--- config.mk ---
export PLATFORM = sky130hd
export DESIGN_NAME = sv_pattern_generator
export DESIGN_NICKNAME = d
export VERILOG_FILES = /design/src/rtl/sv_pattern_pkg.sv /design/src/rtl/sv_bit_deposit.sv /design/src/rtl/sv_pattern_generator.sv
export SDC_FILE = /design/constraint.sdc
export NUM_CORES = 1
export LEC_CHECK = 0
export ABC_AREA = 1
export CAP_MARGIN = 20
export CORE_MARGIN = 4
export CORE_UTILIZATION = 55
export DETAILED_ROUTE_END_ITERATION = 6
export GPL_TIMING_DRIVEN = 0
export PLACE_DENSITY = 0.79
export SLEW_MARGIN = 15
export SYNTH_ARGS = -nofsm -noshare
export SYNTH_HDL_FRONTEND = slang
export SYNTH_SLANG_ARGS = --single-unit
--- constraint.sdc ---
create_clock -name clk -period 13.2 [get_ports clk]
set_input_delay 3.96 -clock clk [delete_from_list [all_inputs] [get_ports clk]]
set_output_delay 3.96 -clock clk [all_outputs]
set_load 0.005 [all_outputs]
--- src/rtl/sv_pattern_pkg.sv ---
// sv_pattern_pkg: shared types and constants for the wildcard pattern generator.
// Holds the pattern-select and FSM enums, the built-in template constants and a popcount helper.
package sv_pattern_pkg;

  typedef enum logic [1:0] {
    PAT_A,
    PAT_B,
    PAT_C,
    PAT_USER
  } pat_sel_e;

  typedef enum logic [1:0] {
    IDLE,
    RUN,
    DONE
  } state_e;

  // 10??01??
  localparam logic [7:0] PAT_A_VALUE = 8'h84;
  localparam logic [7:0] PAT_A_MASK  = 8'h33;
  // 11??00??
  localparam logic [7:0] PAT_B_VALUE = 8'hC0;
  localparam logic [7:0] PAT_B_MASK  = 8'h33;
  // ?1?0?1?0
  localparam logic [7:0] PAT_C_VALUE = 8'h44;
  localparam logic [7:0] PAT_C_MASK  = 8'hAA;

  function automatic int unsigned popcount(
    input logic [31:0] v
  );
    int unsigned n;
    n = 0;
    for (int i = 0; i < 32; i++) begin
      if (v[i]) n++;
    end
    return n;
  endfunction

endpackage

--- src/rtl/sv_bit_deposit.sv ---
// sv_bit_deposit: scatters the low bits of src into the set bits of mask, LSB first.
// Ports: src (packed source bits), mask (target positions), dep (deposited result).
module sv_bit_deposit #(
  parameter int WIDTH = 8
) (
  input  logic [WIDTH-1:0] src,
  input  logic [WIDTH-1:0] mask,
  output logic [WIDTH-1:0] dep
);

  logic [WIDTH-1:0] rem;

  // rem shifts right each time a mask bit consumes one source bit,
  // so the next source bit is always at rem[0].
  always_comb begin
    dep = '0;
    rem = src;
    for (int i = 0; i < WIDTH; i++) begin
      if (mask[i]) begin
        dep[i] = rem[0];
        rem    = rem >> 1;
      end
    end
  end

endmodule

--- src/rtl/sv_pattern_generator.sv ---
// sv_pattern_generator: streams every byte matching a wildcard pattern in ascending order.
// Ports: clk, rst (sync, active-high), start, pat_sel, cfg_value, cfg_mask,
//        data_out/valid/ready stream, busy (sequence running), done (one-cycle end pulse).
module sv_pattern_generator
  import sv_pattern_pkg::*;
#(
  parameter int WIDTH = 8
) (
  input  logic             clk,
  input  logic             rst,
  input  logic             start,
  input  logic [1:0]       pat_sel,
  input  logic [WIDTH-1:0] cfg_value,
  input  logic [WIDTH-1:0] cfg_mask,
  output logic [WIDTH-1:0] data_out,
  output logic             valid,
  input  logic             ready,
  output logic             busy,
  output logic             done
);

  state_e state_q;
  state_e state_d;

  logic [WIDTH-1:0] value_q;
  logic [WIDTH-1:0] mask_q;
  logic [WIDTH-1:0] sel_value;
  logic [WIDTH-1:0] sel_mask;
  logic [WIDTH-1:0] dep_bits;
  logic [WIDTH-1:0] word;

  // One bit wider than data so a full 2^WIDTH sequence fits.
  logic [WIDTH:0] cnt_q;
  logic [WIDTH:0] n_q;
  logic [WIDTH:0] sel_n;

  logic xfer;
  logic last;

  always_comb begin
    sel_value = cfg_value;
    sel_mask  = cfg_mask;
    unique case (pat_sel_e'(pat_sel))
      PAT_A: begin
        sel_value = WIDTH'(PAT_A_VALUE);
        sel_mask  = WIDTH'(PAT_A_MASK);
      end
      PAT_B: begin
        sel_value = WIDTH'(PAT_B_VALUE);
        sel_mask  = WIDTH'(PAT_B_MASK);
      end
      PAT_C: begin
        sel_value = WIDTH'(PAT_C_VALUE);
        sel_mask  = WIDTH'(PAT_C_MASK);
      end
      PAT_USER: begin
        sel_value = cfg_value;
        sel_mask  = cfg_mask;
      end
      default: begin
        sel_value = cfg_value;
        sel_mask  = cfg_mask;
      end
    endcase
  end

  always_comb begin
    sel_n = (WIDTH+1)'(1) << popcount(32'(sel_mask));
  end

  sv_bit_deposit #(
    .WIDTH (WIDTH)
  ) u_deposit (
    .src  (cnt_q[WIDTH-1:0]),
    .mask (mask_q),
    .dep  (dep_bits)
  );

  // Fixed bits come from the latched value; wildcard bits enumerate k.
  assign word = (value_q & ~mask_q) | dep_bits;
  assign xfer = (state_q == RUN) && ready;
  assign last = (cnt_q == (n_q - (WIDTH+1)'(1)));

  always_ff @(posedge clk) begin
    if (rst) begin
      state_q <= IDLE;
      value_q <= '0;
      mask_q  <= '0;
      cnt_q   <= '0;
      n_q     <= '0;
    end else begin
      state_q <= state_d;
      if ((state_q == IDLE) && start) begin
        value_q <= sel_value;
        mask_q  <= sel_mask;
        n_q     <= sel_n;
        cnt_q   <= '0;
      end else if (xfer && !last) begin
        cnt_q <= cnt_q + (WIDTH+1)'(1);
      end
    end
  end

  always_comb begin
    state_d  = state_q;
    valid    = 1'b0;
    busy     = 1'b0;
    done     = 1'b0;
    data_out = '0;
    unique case (state_q)
      IDLE: begin
        if (start) state_d = RUN;
      end
      RUN: begin
        valid    = 1'b1;
        busy     = 1'b1;
        data_out = word;
        if (ready && last) state_d = DONE;
      end
      DONE: begin
        done    = 1'b1;
        state_d = IDLE;
      end
      default: begin
        state_d = IDLE;
      end
    endcase
  end

endmodule
* Yosys cells after proc, flatten, opt, wreduce, memory -nomap -nowiden
Cells that the tools add are included. Widths: inputs -> output; s select.
Operators by class: bitwise operators 3, reductions and logical operators 10, shifts and indexed selects 1, muxes and demuxes 31, add/sub/neg operators 9, equality and inequality tests 8
Operators by type and width (number):
- $add 32x1->32 const B | 7
- $mux 32 | 7
- $pmux 8 s4 | 1
- $shl 1x32->9 const A | 1
- $pmux 8 s3 | 1
- $mux 1 | 12
- $add 9x1->9 const B | 1
- $eq 9x9->1 | 1
- $sub 9x1->9 const B | 1
- $and 8x8->8 | 1
- $mux 8 | 1
- $not 8->8 | 1
- $or 8x8->8 | 1
- $mux 7 | 1
- $eq 2x2->1 const B | 3
- $mux 2 | 3
- $mux 6 | 1
- $mux 5 | 1
- $eq 2x1->1 const B | 2
- $logic_and 1x1->1 | 4
- $logic_not 2->1 | 2
- $mux 4 | 1
- $pmux 2 s2 | 1
- $reduce_or 2->1 | 2
- 5 further kinds | 5
Storage, ports and cells: input port bits 22, flip-flop bits (word level) 36

* Longest topological paths before layout
depth after elaboration 19, mapped depth 33

* Modules after synthesis
Synthesis repeated with hierarchy kept, for this count alone.
Unflattened totals: cells, all modules 474, area, all modules 2987.9 µm²
By module, submodules not included:
- sv_pattern_generator | cells each 391, area an instance 2577.5 µm², sequential area each 720.7 µm², instances 1
- sv_bit_deposit | cells each 83, area an instance 410.4 µm², sequential area each 0.0 µm², instances 1

* Least setup slack after synthesis
No wires, ideal clock.
path kind input to register, start input pat_sel[0], end register n_q[8], setup slack 5.660 ns, stages on the path 32, setup time 0.058 ns, arrival 7.482 ns, data required time 13.142 ns, path through buf_6 -> nand2_1 -> nand2_2 -> inv_1 -> ha_1 -> inv_1 -> nand2_2 -> nand2_2 -> nor2_2 -> nand2_1 -> nand3_2 -> ha_1 -> nand2_1 -> nand2_1 -> ha_1 -> nand2_1 -> nand2_1 -> ha_1 -> or2_2 -> nand2_1 -> inv_1 -> ha_1 -> inv_1 -> nor2_1 -> inv_1 -> nand2_1 -> nand2_2 -> inv_2 -> nor2_2 -> nand3_1 -> nand3b_1 -> nand2_1
Between the ends: longest elaborated chain between the ends 19, elaborated cells between the ends (all ways) 22, classes of those cells add/sub (7); eq/ne (3); shift (1); mux (9); reduce/logical (2)
RTL lines:
- start, declared | line sv_pattern_generator.sv:12 | input logic [1:0] pat_sel,
- $eq 2x1->1 or $logic_not 2->1 (tied branches) | line sv_pattern_generator.sv:43 | unique case (pat_sel_e'(pat_sel))
- $reduce_or 2->1 (no line)
- $pmux 8 s3 * | line sv_pattern_generator.sv:43
- via sel_mask[0] | line sv_pattern_generator.sv:28 | logic [WIDTH-1:0] sel_mask;
- $mux 1 * | line sv_pattern_pkg.sv:34 | if (v[i]) n++;
- $add 32x1->32 | line sv_pattern_pkg.sv:34
- $mux 32 * | line sv_pattern_pkg.sv:34
- $add 32x1->32 | line sv_pattern_pkg.sv:34
- [... 4 more ...]
- $mux 32 * | line sv_pattern_pkg.sv:34
- $add 32x1->32 | line sv_pattern_pkg.sv:34
- $mux 32 * | line sv_pattern_pkg.sv:34
- $add 32x1->32 | line sv_pattern_pkg.sv:34
- $mux 32 * | line sv_pattern_pkg.sv:34
- $add 32x1->32 | line sv_pattern_pkg.sv:34
- $mux 32 * | line sv_pattern_pkg.sv:34
- $shl 1x32->9 * | line sv_pattern_generator.sv:68 | sel_n = (WIDTH+1)'(1) << popcount(32'(sel_mask));
- end signal, assigned | line sv_pattern_generator.sv:96 | n_q <= sel_n;
- end, declared | line sv_pattern_generator.sv:34 | logic [WIDTH:0] n_q;
The timed path passes the listed nets; every way through them passes the cells marked *. A chain may end at the register's enable or synchronous reset.

* Final worst setup path
start input cfg_mask[0], end register n_q[8]
Between the ends: longest elaborated chain between the ends 17
RTL lines:
- start, declared | line sv_pattern_generator.sv:14 | input logic [WIDTH-1:0] cfg_mask,
- $pmux 8 s3 * | line sv_pattern_generator.sv:43
- via sel_mask[0] | line sv_pattern_generator.sv:28
- $mux 1 * | line sv_pattern_pkg.sv:34
- $add 32x1->32 | line sv_pattern_pkg.sv:34
- $mux 32 * | line sv_pattern_pkg.sv:34
- $add 32x1->32 | line sv_pattern_pkg.sv:34
- $mux 32 * | line sv_pattern_pkg.sv:34
- $add 32x1->32 | line sv_pattern_pkg.sv:34
- [... 2 more ...]
- $mux 32 * | line sv_pattern_pkg.sv:34
- $add 32x1->32 | line sv_pattern_pkg.sv:34
- $mux 32 * | line sv_pattern_pkg.sv:34
- $add 32x1->32 | line sv_pattern_pkg.sv:34
- $mux 32 * | line sv_pattern_pkg.sv:34
- $add 32x1->32 | line sv_pattern_pkg.sv:34
- $mux 32 * | line sv_pattern_pkg.sv:34
- $shl 1x32->9 * | line sv_pattern_generator.sv:68
Marked as above.

==> results.tsv <==
stage	metric	value	unit
outcome	status	finished clean	
setup_path	r2r_start	n_q[0]	
finish	diodes	0	
setup_path	worstSetupEndpoint	n_q[8]	
routing	avgViaCountPerCell	5.22	
synthesis	synthFlopType	dfxtp_1	
cts	cts_buffers	5	
worst_hold_path	worstHoldPathType	flop to flop	
synthesis	synth.cells.most_frequent	nand2_1 (117), inv_1 (61), nand3_1 (46)	
routing	wl_per_cell	12.2	um
setup_path	cp_max_fo	5	
power_and_ir_drop	p_per_area	97.0	nW/um2
placed_design	placed_area	3230	um2
synthesis	yosys_warnings	0	
sta	max_slew_margin	55.7	%
setup_path	slowest_stage	clkdlybuf4s50_1	
synthesis	syn_area_per_cell	6.13	um2
placed_design	place.gp.congestion	0.888	
sta	tightest_slew	0.662	ns
synthesis	async_reset_ff_share	0	%
sta	hold_viol	0	
setup_path	critPathKind	primary input to flop	
floorplan	die_area	6400	um2
cts	holdBufCountCts	0	
floorplan	initial_core_util	58.4	%
sta	setup-violations-final	0	
synthesis	synth_area_leaders	dfxtp_1 (25%), nand2_1 (15%), nand3_1 (8.1%)	
routing	drc	0	
cts	path_clk_slew	0.07	ns
cts	cts_resized	0	
cts	clk_latency	0.29	ns
setup_path	path_buf_inv	7	
flow_run	cap_violations	0	
routing	route.vias.total	2978	
cts	clockBufferDepth	2	
sta	max_freq	125	MHz
sta	fin_crit_sh	60.6	%
finish	layout-drive-gt1-share	11.9	%
cts	cts_post_setup_buffers_inserted	0	
routing	final_antenna_net_count	0	
setup_path	cpLargestDelayFamily	simple AND/OR/NAND/NOR gates	
synthesis	synth_edf_count	0	
placed_design	hpwl	5420	um
grt	grt_pass1_vias	2665	
setup_path	cpPeakStageDelay	0.48	ns
cts	cts_num_sinks	36	
sta	rsz0062_at_grt	no	
finish	fill_cells	487	
cts	clockRootBuffer	clkbuf_8	
cts	cts_tree	done	
setup_path	cp-start-kind	primary input	
sta	drv_slew	0	
grt	overflow	0	
routing	routed_wl	6940	um
synthesis	synth_top_area_share	25.3	%
setup_path	cp.depth	32	
floorplan	row_count	25	
sta	setup_ws	5.20	ns
placed_design	post-place-ws	4.93	ns
finish	syn2layout_area_growth	16.8	%
grt	grt_start_max_net_pins	12	
floorplan	die_w	80.0	um
setup_path	reg2reg_slack	10.71	ns
grt	antenna_found_initial	0	
finish	layout.nets	532	
floorplan	core	4880	um2
floorplan	die_h	80.0	um
grt	grt_usage	22.6	%
routing	drtIter0Drc	163	
placed_design	portBuffers	30	
setup_path	worstPathArrival	8.23	ns
power_and_ir_drop	vdd_drop_max	0.0473	mV
synthesis	ys_types	38	
setup_path	required	13.44	ns
setup_path	r2r_end	cnt_q[2]	
setup_path	r2r.worst_path.cells	14	
synthesis	yosys.area.top_type	dfxtp_1	
sta	finalCriticalPeriod	8.00	ns
synthesis	netlist_area	2850	um2
setup_path	end_kind	flop	
synthesis	ys_ff_latch	36	
power_and_ir_drop	p_leak	1.53	nW
finish	final_cell_area	3330	um2
setup_path	crit_start	cfg_mask[0]	
sta	fin_setup_tns	0	ns
grt	grt_pass1_wl	11700	um
floorplan	ios	33	
sta	fin_skew	0.00912	ns
synthesis	syn-num-nets	495	
synthesis	ys_seq_area_share	25.3	%
setup_path	crit_top_cell	nand2_1	
cts	htreeDepth	2	
synthesis	postSynthCellCount	465	
sta	timing.hold.ws	0.466	ns
routing	firstDrtPassIters	4	
synthesis	yosysMostFrequentCell	nand2_1	
-- power breakdown --
| group | internal (mW) | switching [mW] | leakage, nW |
|---|---|---|---|
| clock network | 0.0424 | 0.0395 | 0.0445 |
| logic | 0.0455 | 0.0763 | 1.19 |
| registers | 0.114 | 0.00500 | 0.293 |
| total | 0.202 | 0.121 | 1.53 |
-- sequential cells by signal (all words and copies together), names as in the netlist --
name	count
cnt_q	9
n_q	9
mask_q	8
value_q	8
state_q	2
-- worst reg2reg max path, cell delays in order, from the launching register on --
cell and delay [ns]:
dfxtp_1 0.34, inv_2 0.06, ha_1 0.14, nand2_1 0.10
nor2_1 0.10, nand2_1 0.09, nor2_1 0.17, o21ai_0 0.13
nor4_1 0.49, nand3_1 0.17, nand2_2 0.19, inv_1 0.15
nand3_1 0.09, nand2_1 0.05, a21oi_1 0.14
-- per-stage QoR --
stage	power, mW	std cells	util, %
floorplan	0.212	465	-
global placement	0.238	562	66.3
detailed placement	0.242	562	66.3
CTS	0.323	570	68.2
global route	0.346	570	68.2
finish	0.323	570	68.2
-- cell type report --
cell class              instances  area (um2)  area share [%]
clock buffers                   7        86.3            2.59
multi-input cells             346        1800            53.9
well taps                      67        83.8            2.52
flip-flops and latches         36         721            21.7
inverters                      74         278            8.35
plain buffers                   9        56.3            1.69
repair buffers                 30         300            9.02
clock inverters                 1        7.51           0.226
-- placed cells by master (no fill, tap or decap), types with 4 or more instances in the layout --
cell type        netlist  layout
a21oi_1               18      18
clkbuf_1               3       4
clkbuf_8               0       6
clkdlybuf4s50_1        0      30
dfxtp_1               36      36
ha_1                   8       8
inv_1                 61      61
inv_2                 10      10
nand2_1              117     117
nand2_2               17      17
nand3_1               46      46
nand3_2                5       5
nand4_1                6       6
nor2_1                37      37
nor2_2                 5       5
nor3_1                 6       6
o21ai_0               38      38
o22ai_1                9       9
or2_2                  4       4
xor2_1                 7       7
-- worst min-delay path by stage --
stage          startpoint    endpoint  slack (ns)  cells after the start
2_1_floorplan  value_q[2]  value_q[2]        0.42                      2
3_3_place_gp   value_q[0]  value_q[0]        0.44                      1
3_5_place_dp       n_q[1]      n_q[1]        0.45                      2
4_1_cts            n_q[1]      n_q[1]        0.47                      2
5_1_grt        value_q[7]  value_q[7]        0.49                      2
6_report           n_q[1]      n_q[1]        0.47                      2
-- cells by family (layout without fill, tap and decap cells) --
| family | count (synthesis) | count (layout) | synth area share, % |
|---|---|---|---|
| and+or+nand+nor | 252 | 252 | 41.0 |
| buffers and inverters | 83 | 121 | 11.7 |
| muxes | 2 | 2 | 0.702 |
| DFF | 36 | 36 | 25.3 |
| xor gates and xnor gates | 10 | 10 | 3.07 |
| AOI/OAI and AO/OA | 74 | 74 | 14.7 |
| adders and majority gates | 8 | 8 | 3.51 |
-- routing by layer --
metal | vias to the layer above | GRT usage [%] | wire length (um) | share of wire, %
met5 | - | 0 | 0 | 0
met4 | 0 | 6.76 | 110 | 1.6
met3 | 10 | 3.27 | 278 | 4.0
met2 | 62 | 37.2 | 3150 | 45
met1 | 1326 | 30.3 | 3400 | 49
li1 | 1580 | - | - | -
Power figures use the tool's default switching activity.
